### src/rtl/serial_addsub.sv
// Bit-serial adder/subtractor: one full-adder cell plus a carry flop, LSB first.
// A start/busy/done handshake brackets each WIDTH-cycle operation.
module serial_addsub #(
  parameter int unsigned WIDTH = 8
) (
  input  logic             clk,
  input  logic             rst,
  input  logic             start,
  input  logic             sub,
  input  logic [WIDTH-1:0] a,
  input  logic [WIDTH-1:0] b,
  input  logic             cin,
  output logic             busy,
  output logic             done,
  output logic [WIDTH-1:0] sum,
  output logic             cout,
  output logic             overflow
);

  localparam int unsigned CntW = $clog2(WIDTH) + 1;

  typedef enum logic [1:0] {StIdle, StRun, StDone} state_e;

  state_e           state_q, state_d;
  logic [WIDTH-1:0] a_q, a_d, b_q, b_d, part_q, part_d, sum_q, sum_d;
  logic             carry_q, carry_d, cout_q, cout_d, ovf_q, ovf_d;
  logic [CntW-1:0]  cnt_q, cnt_d;
  logic             bit_s, carry_nxt, last_bit;

  always_comb begin
    bit_s     = a_q[0] ^ b_q[0] ^ carry_q;
    carry_nxt = (a_q[0] & b_q[0]) | (a_q[0] & carry_q) | (b_q[0] & carry_q);
    last_bit  = (cnt_q == CntW'(WIDTH - 1));

    state_d = state_q;
    a_d     = a_q;
    b_d     = b_q;
    part_d  = part_q;
    carry_d = carry_q;
    cnt_d   = cnt_q;
    sum_d   = sum_q;
    cout_d  = cout_q;
    ovf_d   = ovf_q;

    unique case (state_q)
      StIdle: begin
        if (start) begin
          a_d     = a;
          b_d     = b ^ {WIDTH{sub}};
          carry_d = cin ^ sub;
          cnt_d   = '0;
          state_d = StRun;
        end
      end
      StRun: begin
        // Shift-based insert keeps WIDTH=1 legal (no empty part-select).
        part_d  = (part_q >> 1) | (WIDTH'(bit_s) << (WIDTH - 1));
        carry_d = carry_nxt;
        a_d     = a_q >> 1;
        b_d     = b_q >> 1;
        cnt_d   = cnt_q + CntW'(1);
        if (last_bit) begin
          // carry_q here is the carry into the MSB.
          sum_d   = part_d;
          cout_d  = carry_nxt;
          ovf_d   = carry_q ^ carry_nxt;
          state_d = StDone;
        end
      end
      StDone:  state_d = StIdle;
      default: state_d = StIdle;
    endcase
  end

  always_ff @(posedge clk or posedge rst) begin
    if (rst) begin
      state_q <= StIdle;
      a_q     <= '0;
      b_q     <= '0;
      part_q  <= '0;
      carry_q <= 1'b0;
      cnt_q   <= '0;
      sum_q   <= '0;
      cout_q  <= 1'b0;
      ovf_q   <= 1'b0;
    end else begin
      state_q <= state_d;
      a_q     <= a_d;
      b_q     <= b_d;
      part_q  <= part_d;
      carry_q <= carry_d;
      cnt_q   <= cnt_d;
      sum_q   <= sum_d;
      cout_q  <= cout_d;
      ovf_q   <= ovf_d;
    end
  end

  assign busy     = (state_q == StRun);
  assign done     = (state_q == StDone);
  assign sum      = sum_q;
  assign cout     = cout_q;
  assign overflow = ovf_q;

endmodule

### config.mk
export PLATFORM = sky130hd
export DESIGN_NAME = serial_addsub
export DESIGN_NICKNAME = d
export VERILOG_FILES = /design/src/rtl/serial_addsub.sv
export SDC_FILE = /design/constraint.sdc
export NUM_CORES = 1
export LEC_CHECK = 0
export ABC_AREA = 1
export BUFFER_PORTS_ARGS = -buffer_cell sky130_fd_sc_hd__buf_4
export CORE_ASPECT_RATIO = 1.2
export CORE_MARGIN = 5
export CORE_UTILIZATION = 56
export CTS_CLUSTER_DIAMETER = 50
export DETAILED_ROUTE_END_ITERATION = 8
export PLACE_DENSITY = 0.79
export RECOVER_POWER = 50
export SYNTH_ARGS = -nofsm -noshare
export SYNTH_HDL_FRONTEND = slang
export SYNTH_SLANG_ARGS = --single-unit
export TNS_END_PERCENT = 5
### constraint.sdc
create_clock -name clk -period 2.6 [get_ports clk]
set_input_delay 0 -clock clk [delete_from_list [all_inputs] [get_ports clk]]
set_output_delay 0 -clock clk [all_outputs]
set_load 0.01 [all_outputs]
==> results.txt, run 1 <==
The run finished with clean final reports. Dividing the detail-routed wire length by the instance count gives 12.47 um. Synthesis produced a netlist with a net count of 255. Buffers added to address setup during post-CTS repair amount to 0. The net count of the finished layout is 295.

Synthesis produced 232 cells. For this design the total switching power over the nets is 883.0 uW. Hold timing on the final database bottoms out at a slack of 24.43 ps. The category of the critical setup timing path was register to output port. The final route contains 1598 vias. Internal power comes to 1.403 mW.

The clock passes through at most 2 buffers. The logs give 1532 for the via count of the first global-routing pass and 0.351 for the part of the power in combinational logic. Clock slew seen by the registers of the worst setup and hold paths: 70 ps. The setup clock skew after layout came out at 3.690 ps.

The first global-routing pass estimated 6575 um of wire. For the number of max-slew violations in the final report, the log shows 0. The clock period minus worst slack was 1459 ps; the number of iterations in the first detailed-routing pass was 4. The tool flagged a number of max-cap violations equal to 0.

The compound-cell area share of the yosys netlist came out at 0.02133. The tools report the number of warnings printed during yosys synthesis as 0. The run gives 0 ps as the sum of negative setup slack. The simple-gate portion of the synthesized area was 0.3460; the number of antenna violations at the first check in global routing was 0. Latest clock arrival within the worst-skew pair: 290 ps. In this run the clock root is driven by a clkbuf_8.

In this run the number of H-tree levels came out at 2. The tools report the startpoint of the worst-slack reg-to-reg timing path as state_q[1]. The share of async-settable or async-resettable flops after synthesis was 1.000.

By instance count, the leading cell after synthesis is nand2_1. The clock drives 40 sinks. The depth of the worst register-to-register path is 6, and the critical-path maximum fanout is 32. The data arrival time of the critical path was 1460 ps. The logs give 0 for the count of final setup violators and 0.5721 for the effective utilization at floorplan. Yosys attributes the largest share of cell area to dfrtp_1, nand2_1, nand3_1. The number of distinct standard cells referenced by the synthesized netlist was 21; the final antenna diode count was 0.

The clock group share of total power is 0.184, and the fraction of power spent switching nets is 0.3863. STA classifies the critical path startpoint as a register. The tools report the fill cell total of the finished layout as 276. From synthesis to final layout, the design area changed by 20.67%. The classification of the worst-slack hold path was input pin to register. For the multi-input logic area, the log shows 739.5 sq um.

The worst hold path startpoint was b[4]. The half-perimeter wire length of the detailed placement result was 2526 um. The post-synthesis mux area share is 0, and the routed wire length is 3866 um. The final period utilization came out at 0.5610. The register bit total from synthesis was 40; the XOR/XNOR share of the synthesized area was 0.009333.

The boundary pin count came out at 33. Once detail routing completed, the nets flagged for antenna violations numbered 0. The run gives 1160 ps as the worst-case register-to-register setup slack. By area, the combinational part of the netlist is dominated by simple AND/OR/NAND/NOR gates.

The reg-to-reg endpoint is cout. Setup repair after global routing left no endpoint under its margin. The biggest area contributor in the post-synthesis netlist is dfrtp_1. The maximum frequency from static timing analysis is 685.6 MHz. Summed over all cells, the static leakage comes to 1.227 nW. The number of buffers inserted by port buffering works out to 32. The tools report the remaining global-route overflow as 0.

The average cell area after synthesis was 8.090 sq um; the CTS buffer count was 5. Measured along the y axis, the die boundary spans 73.42 um. The sequential power share came out at 0.466.

The headroom to the max-slew limit is 0.3597, and the vias per cell is 5.155. Entering global routing, the biggest net connects 41 pins. The synthesized area came out at 1877 sq um.

The run gives 0.1820 as the global-route usage over all layers. Dividing total power by cell area gives a power density of 1009 nW/um^2. For the worst setup path, the data required time is 2600 ps. In the routed design, unresolved DRC markers number 0. After the first detailed-routing iteration, the DRC count stood at 77.

The adder and majority cell fraction of the synthesized area is 0.01733, and the share of synthesized area occupied by flip-flops and latches is 0.5333. The final hold violation count was 0. The primary flip-flop cell chosen by synthesis mapping was dfrtp_1.

The number of core rows was 23. The die is 62.85 um wide. The worst setup path is captured at an output port. The final weighted congestion of routability-driven global placement is 0.7448, and the top cell type's share of synthesized area is 0.5333. The number of cells traversed by the worst hold path was 5. TritonCTS built the clock tree. Sorting the synthesized cells by how often they occur yields nand2_1, dfrtp_1, nand3_1. At the pin with the least slew margin, the transition time is 960.4 ps.

The area taken by flip-flops and latches was 1001 sq um. Counting flops with a built-in enable in the synthesized netlist gives 0. IR analysis of the VDD net gives a maximum drop of 0.0006908 V. The floorplan step defined a die boundary enclosing 4614 sq um. For hold timing, the worst endpoint is b_q[4].

The total area inside the core boundary comes to 3281 sq um. The layout cell share with drive strength beyond 1 came out at 0.1575.
==> stage by stage <==
stage	total power [mW]	instances	area, sq um	setup WS, ps	utilization
after CTS	2.341	310	2290	1147	0.6979
final	2.286	310	2265	1141	0.6903
after detailed placement	1.898	292	2097	1180	0.6392
after global routing	2.481	310	2265	1049	0.6903
after global placement	1.865	292	2097	1223	0.6392
after floorplan	1.658	232	1877	1379	-
==> power groups by stage <==
stage / sequential [mW] / clock (mW) / combinational [mW]
2_1_floorplan: 1.07 / 0 / 0.591
3_3_place_gp: 1.06 / 0 / 0.801
3_5_place_dp: 1.07 / 0 / 0.824
4_1_cts: 1.07 / 0.431 / 0.845
5_1_grt: 1.10 / 0.457 / 0.919
6_report: 1.06 / 0.420 / 0.801
==> cell type report <==
class                   count  area share
flip-flops and latches     40      0.4420
multi-input cells         166      0.3265
repair buffers             43      0.1425
clock buffers               6     0.03646
inverters                  16     0.02762
well taps                  37     0.02044
clock inverters             2    0.004420
==> worst max-delay path, stage by stage (launching register included) <==
cell	delay [ps]
dfrtp_1	400
inv_2	90
nand2_4	200
inv_4	290
buf_4	180
==> metal layers <==
layer | global-route usage | up-vias | wire, um
met1 | 0.1960 | 746 | 1620
met5 | 0 | - | 0
li1 | - | 803 | -
met4 | 0.07783 | 0 | 76
met3 | 0.04893 | 7 | 201
met2 | 0.3353 | 42 | 1967
==> flip-flops by register name (all words and copies together) (netlist names) <==
| signal | count |
|---|---|
| a_q | 8 |
| carry_q | 1 |
| cnt_q | 4 |
| cout | 1 |
| state_q | 2 |
| part_q | 7 |
| sum | 8 |
| b_q | 8 |
| overflow | 1 |
==> placed cells by master, fill, tap and decap left out, types with 2 or more instances in the layout <==
cell,count
nand2_1,107
nand3_1,38
nor2_2,2
buf_4,25
nor2_1,3
inv_2,2
clkinv_2,2
inv_1,13
clkbuf_8,6
clkbuf_1,6
o21ai_0,8
dfrtp_1,40
dlygate4sd3_1,10
==> logic make-up (layout without fill, tap and decap cells) <==
family,Yosys count,after routing
flip-flops,40,40
adder cells (fa/ha/maj),2,2
XOR/XNOR,2,2
buffers and inverters,26,67
AND/OR/NAND/NOR,154,154
AO/OA/AOI/OAI,8,8
==> what timing repair did <==
item                                    CTS  global route
hold buffers                             10             0
endpoints found under the setup margin    0             0
resized for setup                         0             0
endpoints found under the hold margin    49             0
==> worst max path at each step <==
stage	start	endpoint	slack (ps)	depth (start not counted)
6_report	state_q[1]	busy	1140	4
3_3_place_gp	state_q[1]	overflow	1220	6
2_1_floorplan	a_q[0]	overflow	1380	4
3_5_place_dp	state_q[1]	cout	1180	6
5_1_grt	state_q[1]	overflow	1050	6
4_1_cts	state_q[1]	busy	1150	4
No activity file was read; power rests on OpenSTA's default activity.
==> run 2: changes to the inputs <==
Settings changed: ABC_AREA 1 to 0, CORE_UTILIZATION 56 to 48, PLACE_DENSITY 0.79 to 0.72.
Clock period 2.6 ns to 1.3 ns, I/O delays scaled along.
==> run 2 against run 1 <==
Compared with the run above: the run now ends with negative setup slack left; largest power group is now combinational logic; global-route usage up 0.16 points; design area is 13% higher; die area is 6.3% higher.
==> results.txt, run 2 <==
Yosys attributes the largest share of cell area to dfrtp_1, nand2_1, mux2_1. The final antenna diode count was 0 (unchanged); the share of synthesized area occupied by flip-flops and latches was 0.5793 (+0.04596). The average routed wire per standard cell works out to 15.56 um (+25%). The number of flops mapped to enable cells by yosys is 0 (unchanged). The fill cell total of the finished layout is 252 (-8.7%), and the required arrival time at the worst endpoint is 1480 ps (-1120 ps). Setup repair after global routing could not meet its margin everywhere. The global-route usage over all layers was 0.1836 (+0.001621); the headroom to the max-slew limit was 0.6398 (+0.2801). Final hold violation count: 0 (unchanged). The sum of internal, switching and leakage power was 5.766 mW (+150%). The overall via count from detail_route was 1397 (-13%). nand2_1 is the most common cell in the netlist. TritonCTS built the clock tree.

STA classifies the critical path startpoint as a register. The tools report the global-route wire length before repair as 6734 um (+2.4%). The register bit total from synthesis was 40 (unchanged); the via count of the first global-routing pass was 1455 (-5.0%). The worst-margin pin slew came out at 540.3 ps (-420.2 ps). The run gives 290 ps (about the same) as the latest clock arrival within the worst-skew pair.

The run gives 3.827 mW (+170%) as the design internal power. The tools report the remaining global-route overflow as 0 (unchanged). The signed area change from the synthesized netlist to the final layout was 47.50%. The remaining number of nets flagged by the antenna check after routing was 0 (unchanged). The number of clock sinks was 40 (unchanged); the sequential power share was 0.368 (-0.098).

The fraction of power spent switching nets came out at 0.3363 (-0.05005). The critical path in this run is classified as register to register. The kind of end point of the critical path is a register. The boundary pin count is 33 (unchanged), and the clock period minus worst slack is 1428 ps.

The clock group share of total power is 0.192 (+0.008). The design area came out at 2549 sq um (+13%). The cell leakage power came out at 1.256 nW (+2.3%). The layout cell share with drive strength beyond 1 is 0.4063 (+0.2487), and the number of nets in the finished design is 246 (-17%).

The run gives -140.8 ps (-1321 ps) as the post-placement setup slack. Ranked by instance count, the synthesized netlist is headed by nand2_1, dfrtp_1, mux2_1. The area of the die is 4905 sq um (+6.3%), and the top cell type's share of synthesized area is 0.5793 (+0.04596). The number of core rows was 24 (+4.3%); the final period utilization was 1.099. For this run, the top clock speed supported by timing is 700.2 MHz.

The largest buffer count on any clock path came out at 2 (unchanged). In this run the clock root is driven by a clkbuf_8. For the final routed DRC violation total, the log shows 0 (unchanged). The tools report the number of antenna violations at the first check in global routing as 0 (unchanged). The run gives 0.440 (+0.089) as the part of the power in combinational logic. The logs give 1610 ps (+150 ps) for the data arrival time of the critical path and 1001 sq um (unchanged) for the area taken by flip-flops and latches. In the layout the commonest cells are dfrtp_1, buf_4, nand2_1. The synthesized netlist net count was 178 (-30%).

The net switching power was 1.939 mW (+120%); the number of H-tree levels was 2 (unchanged). For the detailed router's first-iteration violation count, the log shows 56 (-27%). The run gives 0 (unchanged) as the number of max-capacitance violations reported. The logs give 0.001053 V (+52%) for the peak supply drop and 4 (unchanged) for the number of iterations in the first detailed-routing pass. Vias per cell: 5.312 (+3.0%). The checks that failed: negative setup slack. Setup clock skew after layout: 3.079 ps (-0.6118 ps). The tools report the effective utilization at floorplan as 0.4876 (-0.08444).

The number of warnings printed during yosys synthesis came out at 0 (unchanged). The power density normalized to cell area is 2262 nW/um^2 (+120%), and the clock slew seen by the registers of the worst setup and hold paths is 80 ps (about the same). The routed wire length is 4092 um (+5.8%). Classification of the worst-slack hold path: input pin to register.

The tools report the number of distinct standard cells referenced by the synthesized netlist as 30 (+43%). Leaving out fill and tap cells, the most frequent cell in the layout is dfrtp_1. The flow ran to the end, but the final reports show violations.

The synthesized area was 1728 sq um (-7.9%). Final weighted congestion of routability-driven global placement: 0.7725 (+3.7%). The post-detailed-placement cell area was 2190 sq um (+4.4%); the half-perimeter wire length of the detailed placement result was 2674 um (+5.9%). Summed over all instances, the cell type with the most area after synthesis is dfrtp_1.

Among all flip-flop cells after synthesis, the most frequent one is dfrtp_1. Count of final setup violators: 19 (+19). The number of max-slew violations in the final report came out at 0 (unchanged).

The multi-input logic area was 778.2 sq um (+5.2%); the worst setup margin was -128.3 ps (-1270 ps). The tools report the gate count of the mapped netlist as 155 (-33%). The worst-case register-to-register setup slack was -130 ps (-1290 ps).

The number of buffers inserted by port buffering was 32 (unchanged). The share of async-settable or async-resettable flops after synthesis was 1.000 (unchanged). The worst-case hold slack is 51.70 ps (+27.27 ps), and the average cell area after synthesis is 11.15 sq um (+38%). The chip width works out to 64.77 um (+3.1%). Height of the die: 75.73 um (+3.1%).

For the core footprint, the log shows 3543 sq um (+8.0%). The CTS buffer count was 5 (unchanged). The critical-path maximum fanout came out at 6 (-81%).

For the largest net degree at the start of global routing, the log shows 41 (unchanged).
[run 2: path summary, 6_finish.rpt]
path / startpoint / end / cells past startpoint
min in group asynchronous: rst / part_q[1] / 4
hold reg to reg: a_q[5] / a_q[5] / 2
hold / removal: b[3] / b_q[3] / 4
setup reg to reg: cnt_q[1] / overflow / 5
setup / recovery: cnt_q[1] / overflow / 5
max in group asynchronous: rst / part_q[5] / 4
[run 2: kinds of logic after synthesis]
| logic type | count (synthesis) | share of synthesized area |
|---|---|---|
| adder cells (fa/ha/maj) | 2 | 0.01883 |
| AND/OR/NAND/NOR | 60 | 0.1470 |
| buffers and inverters | 10 | 0.03185 |
| flip-flops | 40 | 0.5793 |
| multiplexers | 11 | 0.07096 |
| AO/OA/AOI/OAI | 22 | 0.1014 |
| XOR/XNOR | 10 | 0.05069 |
[run 2: final cells by class]
type                    instances  area share
multi-input cells             105      0.3054
clock buffers                   7     0.03780
clock inverters                 1     0.01178
flip-flops and latches         40      0.3927
inverters                       2    0.004909
well taps                      39     0.01915
repair buffers                 69      0.2283
[run 2: stage by stage]
stage	setup TNS, ps	std cells	utilization
floorplan	-916.8	155	-
global placement	-636.5	238	0.6179
detailed placement	-1133	238	0.6179
CTS	-1834	263	0.7143
global route	-2780	263	0.7193
finish	-1489	263	0.7193
[run 2: timing repair]
action                     in CTS  in global routing
hold endpoints to repair       49                  0
pin swaps                       2                  7
hold buffers                   10                  0
setup buffers                   6                  2
gates resized for setup        11                 20
gates cloned                    1                  0
setup endpoints to repair      14                 31
[run 2: critical path, stage by stage (launching register included)]
cell and delay (ps):
dfrtp_1 360, ha_2 190, nand2_2 70, nor3_4 200, buf_6 180, mux2_4 310
[run 2: power by group through the flow]
stage	combinational, mW	sequential [mW]	clock, mW
finish	2.54	2.12	1.11
detailed placement	2.24	2.13	0
CTS	2.49	2.11	1.13
floorplan	1.25	2.11	0
global placement	2.15	2.08	0
global route	2.78	2.19	1.18
[run 2: per-layer routing]
metal	track usage	routed length [um]
met1	0.2082	1594
met2	0.3193	2160
met3	0.06195	245
met4	0.07746	90
met5	0	0
==> run 3: changes to the inputs <==
Settings changed: REMOVE_ABC_BUFFERS from default to 1.
==> run 3 against run 2 <==
Compared with the run above: first-iteration DRC count grew 8.9%; sequential share of layout area increased by 2.3 points; the run still ends with negative setup slack left; count of clock-buffer cells in the layout is 1 lower; critical endpoint is now sum[6].
==> results.txt, run 3 (synthesized netlist as in run 2, its figures left out) <==
Worst setup path startpoint: cnt_q[1]. The peak supply drop is 0.0009938 V (-5.6%), and the setup clock skew after layout is 7.061 ps (+3.982 ps). The count of final setup violators was 22 (+3). The global-route usage over all layers is 0.1677 (-0.01586). The headroom to the max-slew limit came out at 0.6361 (-0.003672). The final reports fail on negative setup slack. STA classifies the critical path endpoint as a register. For the number of max-slew violations in the final report, the log shows 0 (unchanged).

The library cell used most frequently in the layout, excluding fill and tap cells, is nand2_1. Data arrival time of the critical path: 1650 ps (+40 ps). Effective utilization at floorplan: 0.4876 (unchanged). Cell with the biggest individual delay on the critical path: dfrtp_1.

Final period utilization: 1.135 (+0.03656). The detailed router's first-iteration violation count came out at 61 (+8.9%). The launching element type of the critical path is a register. For the number of placed instances, taps included, the log shows 239 (+0.42%).

The critical path ends at sum[6]. The run gives -180 ps (-50 ps) as the worst-case register-to-register setup slack. The min-delay analysis places its worst path in the category input pin to register. The worst-margin pin slew was 545.8 ps (+5.508 ps). The CTS buffer count was 5 (unchanged). The clock period minus worst slack was 1476 ps (+47.53 ps); the final antenna diode count was 0 (unchanged). The tools report the number of core rows as 24 (unchanged).

The highest cell delay on the worst timing path is 370 ps (about the same). The logs give 0 (unchanged) for the remaining global-route overflow and 1390 (-0.50%) for the overall via count from detail_route. Layout cell share with drive strength beyond 1: 0.3529 (-0.05331). The endpoint identified for the worst register-to-register timing path is sum[6]. The clock root buffer master is clkbuf_8.

The category of the critical setup timing path is register to register. The number of iterations in the first detailed-routing pass is 4 (unchanged), and the clock slew seen by the registers of the worst setup and hold paths is 70 ps (about the same). The run gives 3543 sq um (unchanged) as the core footprint.

TritonCTS built the clock tree. The tools report the number of H-tree levels as 2 (unchanged). Setup repair after global routing could not meet its margin everywhere.

The latest clock arrival within the worst-skew pair was 290 ps (about the same). Leaving out fill and tap cells, the most frequent cells in the layout are nand2_1, dfrtp_1, buf_4. The final weighted congestion of routability-driven global placement is 0.7524 (-2.6%).

The global-route wire length before repair is 6216 um (-7.7%). The half-perimeter wire length of the detailed placement result was 2628 um (-1.7%); the boundary pin count was 33 (unchanged). The chip width is 64.77 um (unchanged). The maximum frequency from static timing analysis is 677.6 MHz (-3.2%), and the via count of the first global-routing pass is 1387 (-4.7%).

The average routed wire per standard cell is 15.45 um (-0.70%). The critical-path maximum fanout works out to 5 (-1). The number of nets in the finished design is 244 (-0.81%). The vias per cell is 5.346 (+0.65%), and the number of max-capacitance violations reported is 0 (unchanged).

The run gives 0 (unchanged) as the final hold violation count. The run finished, with violations left. The final routed DRC violation total is 0 (unchanged), and the largest net degree at the start of global routing is 41 (unchanged). The depth of the worst register-to-register path is 5 (unchanged), and the final standard cell utilization of the core is 0.6808 (-0.03849). The number of buffers inserted by port buffering came out at 32 (unchanged).

The worst setup margin is -175.8 ps (-47.53 ps), and the largest buffer count on any clock path is 2 (unchanged). The critical path goes through ha_2 > nand2_2 > nor3_4 > buf_6 > mux2_4. The power density normalized to cell area was 2167 nW/um^2 (-4.2%).

The cell leakage power was 1.183 nW (-5.8%); the signed area change from the synthesized netlist to the final layout was 39.61%. The number of clock sinks was 40 (unchanged). The routed wire length is 4017 um (-1.8%). The remaining number of nets flagged by the antenna check after routing is 0 (unchanged), and the height of the die is 75.73 um (unchanged).

The tools report the startpoint of the worst-slack reg-to-reg timing path as cnt_q[1]. Worst-case hold slack: 62.39 ps (+10.69 ps). For the number of antenna violations at the first check in global routing, the log shows 0 (unchanged). The number of standard cells in the final layout excluding fillers is 260 (-1.1%).

For the area of the die, the log shows 4905 sq um (unchanged). The required arrival time at the worst endpoint came out at 1480 ps (about the same).
## run 3: cell types whose count changed in the layout (fill, tap and decap cells not counted), moves of 2 or more
cell      previous run  this run
nor2_2               3         5
nand2_2              5         1
clkbuf_8             7         5
nor2_1               5         3
a22oi_2              0         2
clkbuf_1             5        11
buf_6               12         6
a22oi_1              7         5
nand3_1              0         2
nand3_2              3         1
nand2_1             38        42
## run 3: worst min-delay path by stage
stage / endpoint / startpoint / cells past startpoint / slack (ps)
floorplan: a_q[7] / a[7] / 2 / 110
global placement: sum[4] / rst / 3 / 150
detailed placement: sum[4] / rst / 3 / 160
CTS: b_q[2] / b[2] / 4 / 60
global route: b_q[6] / b[6] / 4 / 100
finish: b_q[6] / b[6] / 4 / 60
## run 3: cell type report
type | count | area, sq um
flip-flops and latches | 40 | 1002
fillers | 294 | 1131
clock buffers | 6 | 72.57
multi-input cells | 105 | 755.7
well taps | 39 | 48.80
clock inverters | 1 | 5.005
inverters | 2 | 15.01
repair buffers | 67 | 513.0
## run 3: stage by stage
stage          instance area, sq um  power, mW  setup TNS, ps  worst slack [ps]
6_report                       2412      5.228          -2046            -175.8
5_1_grt                        2412      5.550          -3179            -237.9
4_1_cts                        2322      4.993          -1631            -155.5
3_5_place_dp                   2127      4.154          -2141            -163.8
3_3_place_gp                   2127      4.021         -964.1            -124.4
2_1_floorplan                  1680      3.114          -4984            -402.8
## run 3: critical path: cells and delay by family, from the launching register on
family | cells | cell delay [ps]
AND/OR/NAND/NOR | 2 | 310
buffers and inverters | 1 | 170
multiplexers | 1 | 300
flip-flops | 1 | 370
adder cells (fa/ha/maj) | 1 | 210
## run 3: what timing repair did
action,4_1_cts,5_1_grt
pin swaps,4,5
cloned,0,1
endpoints found under the hold margin,49,0
gates resized for setup,6,29
buffers inserted,0,3
hold buffers,10,0
setup endpoints to repair,37,31
## run 3: power breakdown
part	switching [mW]	leakage (nW)	internal (mW)	total, mW
clock network	0.411	0.0410	0.365	0.776
logic	1.12	0.629	1.22	2.34
registers	0.346	0.513	1.76	2.11
## run 3: per-layer routing
metal  track usage  part of all wire  vias to the layer above
met3       0.03392             0.051                        7
met1        0.1848              0.39                      683
li1              -                 -                      658
met4       0.08451             0.017                        0
met2        0.3091              0.54                       42
met5             0                 0                        -
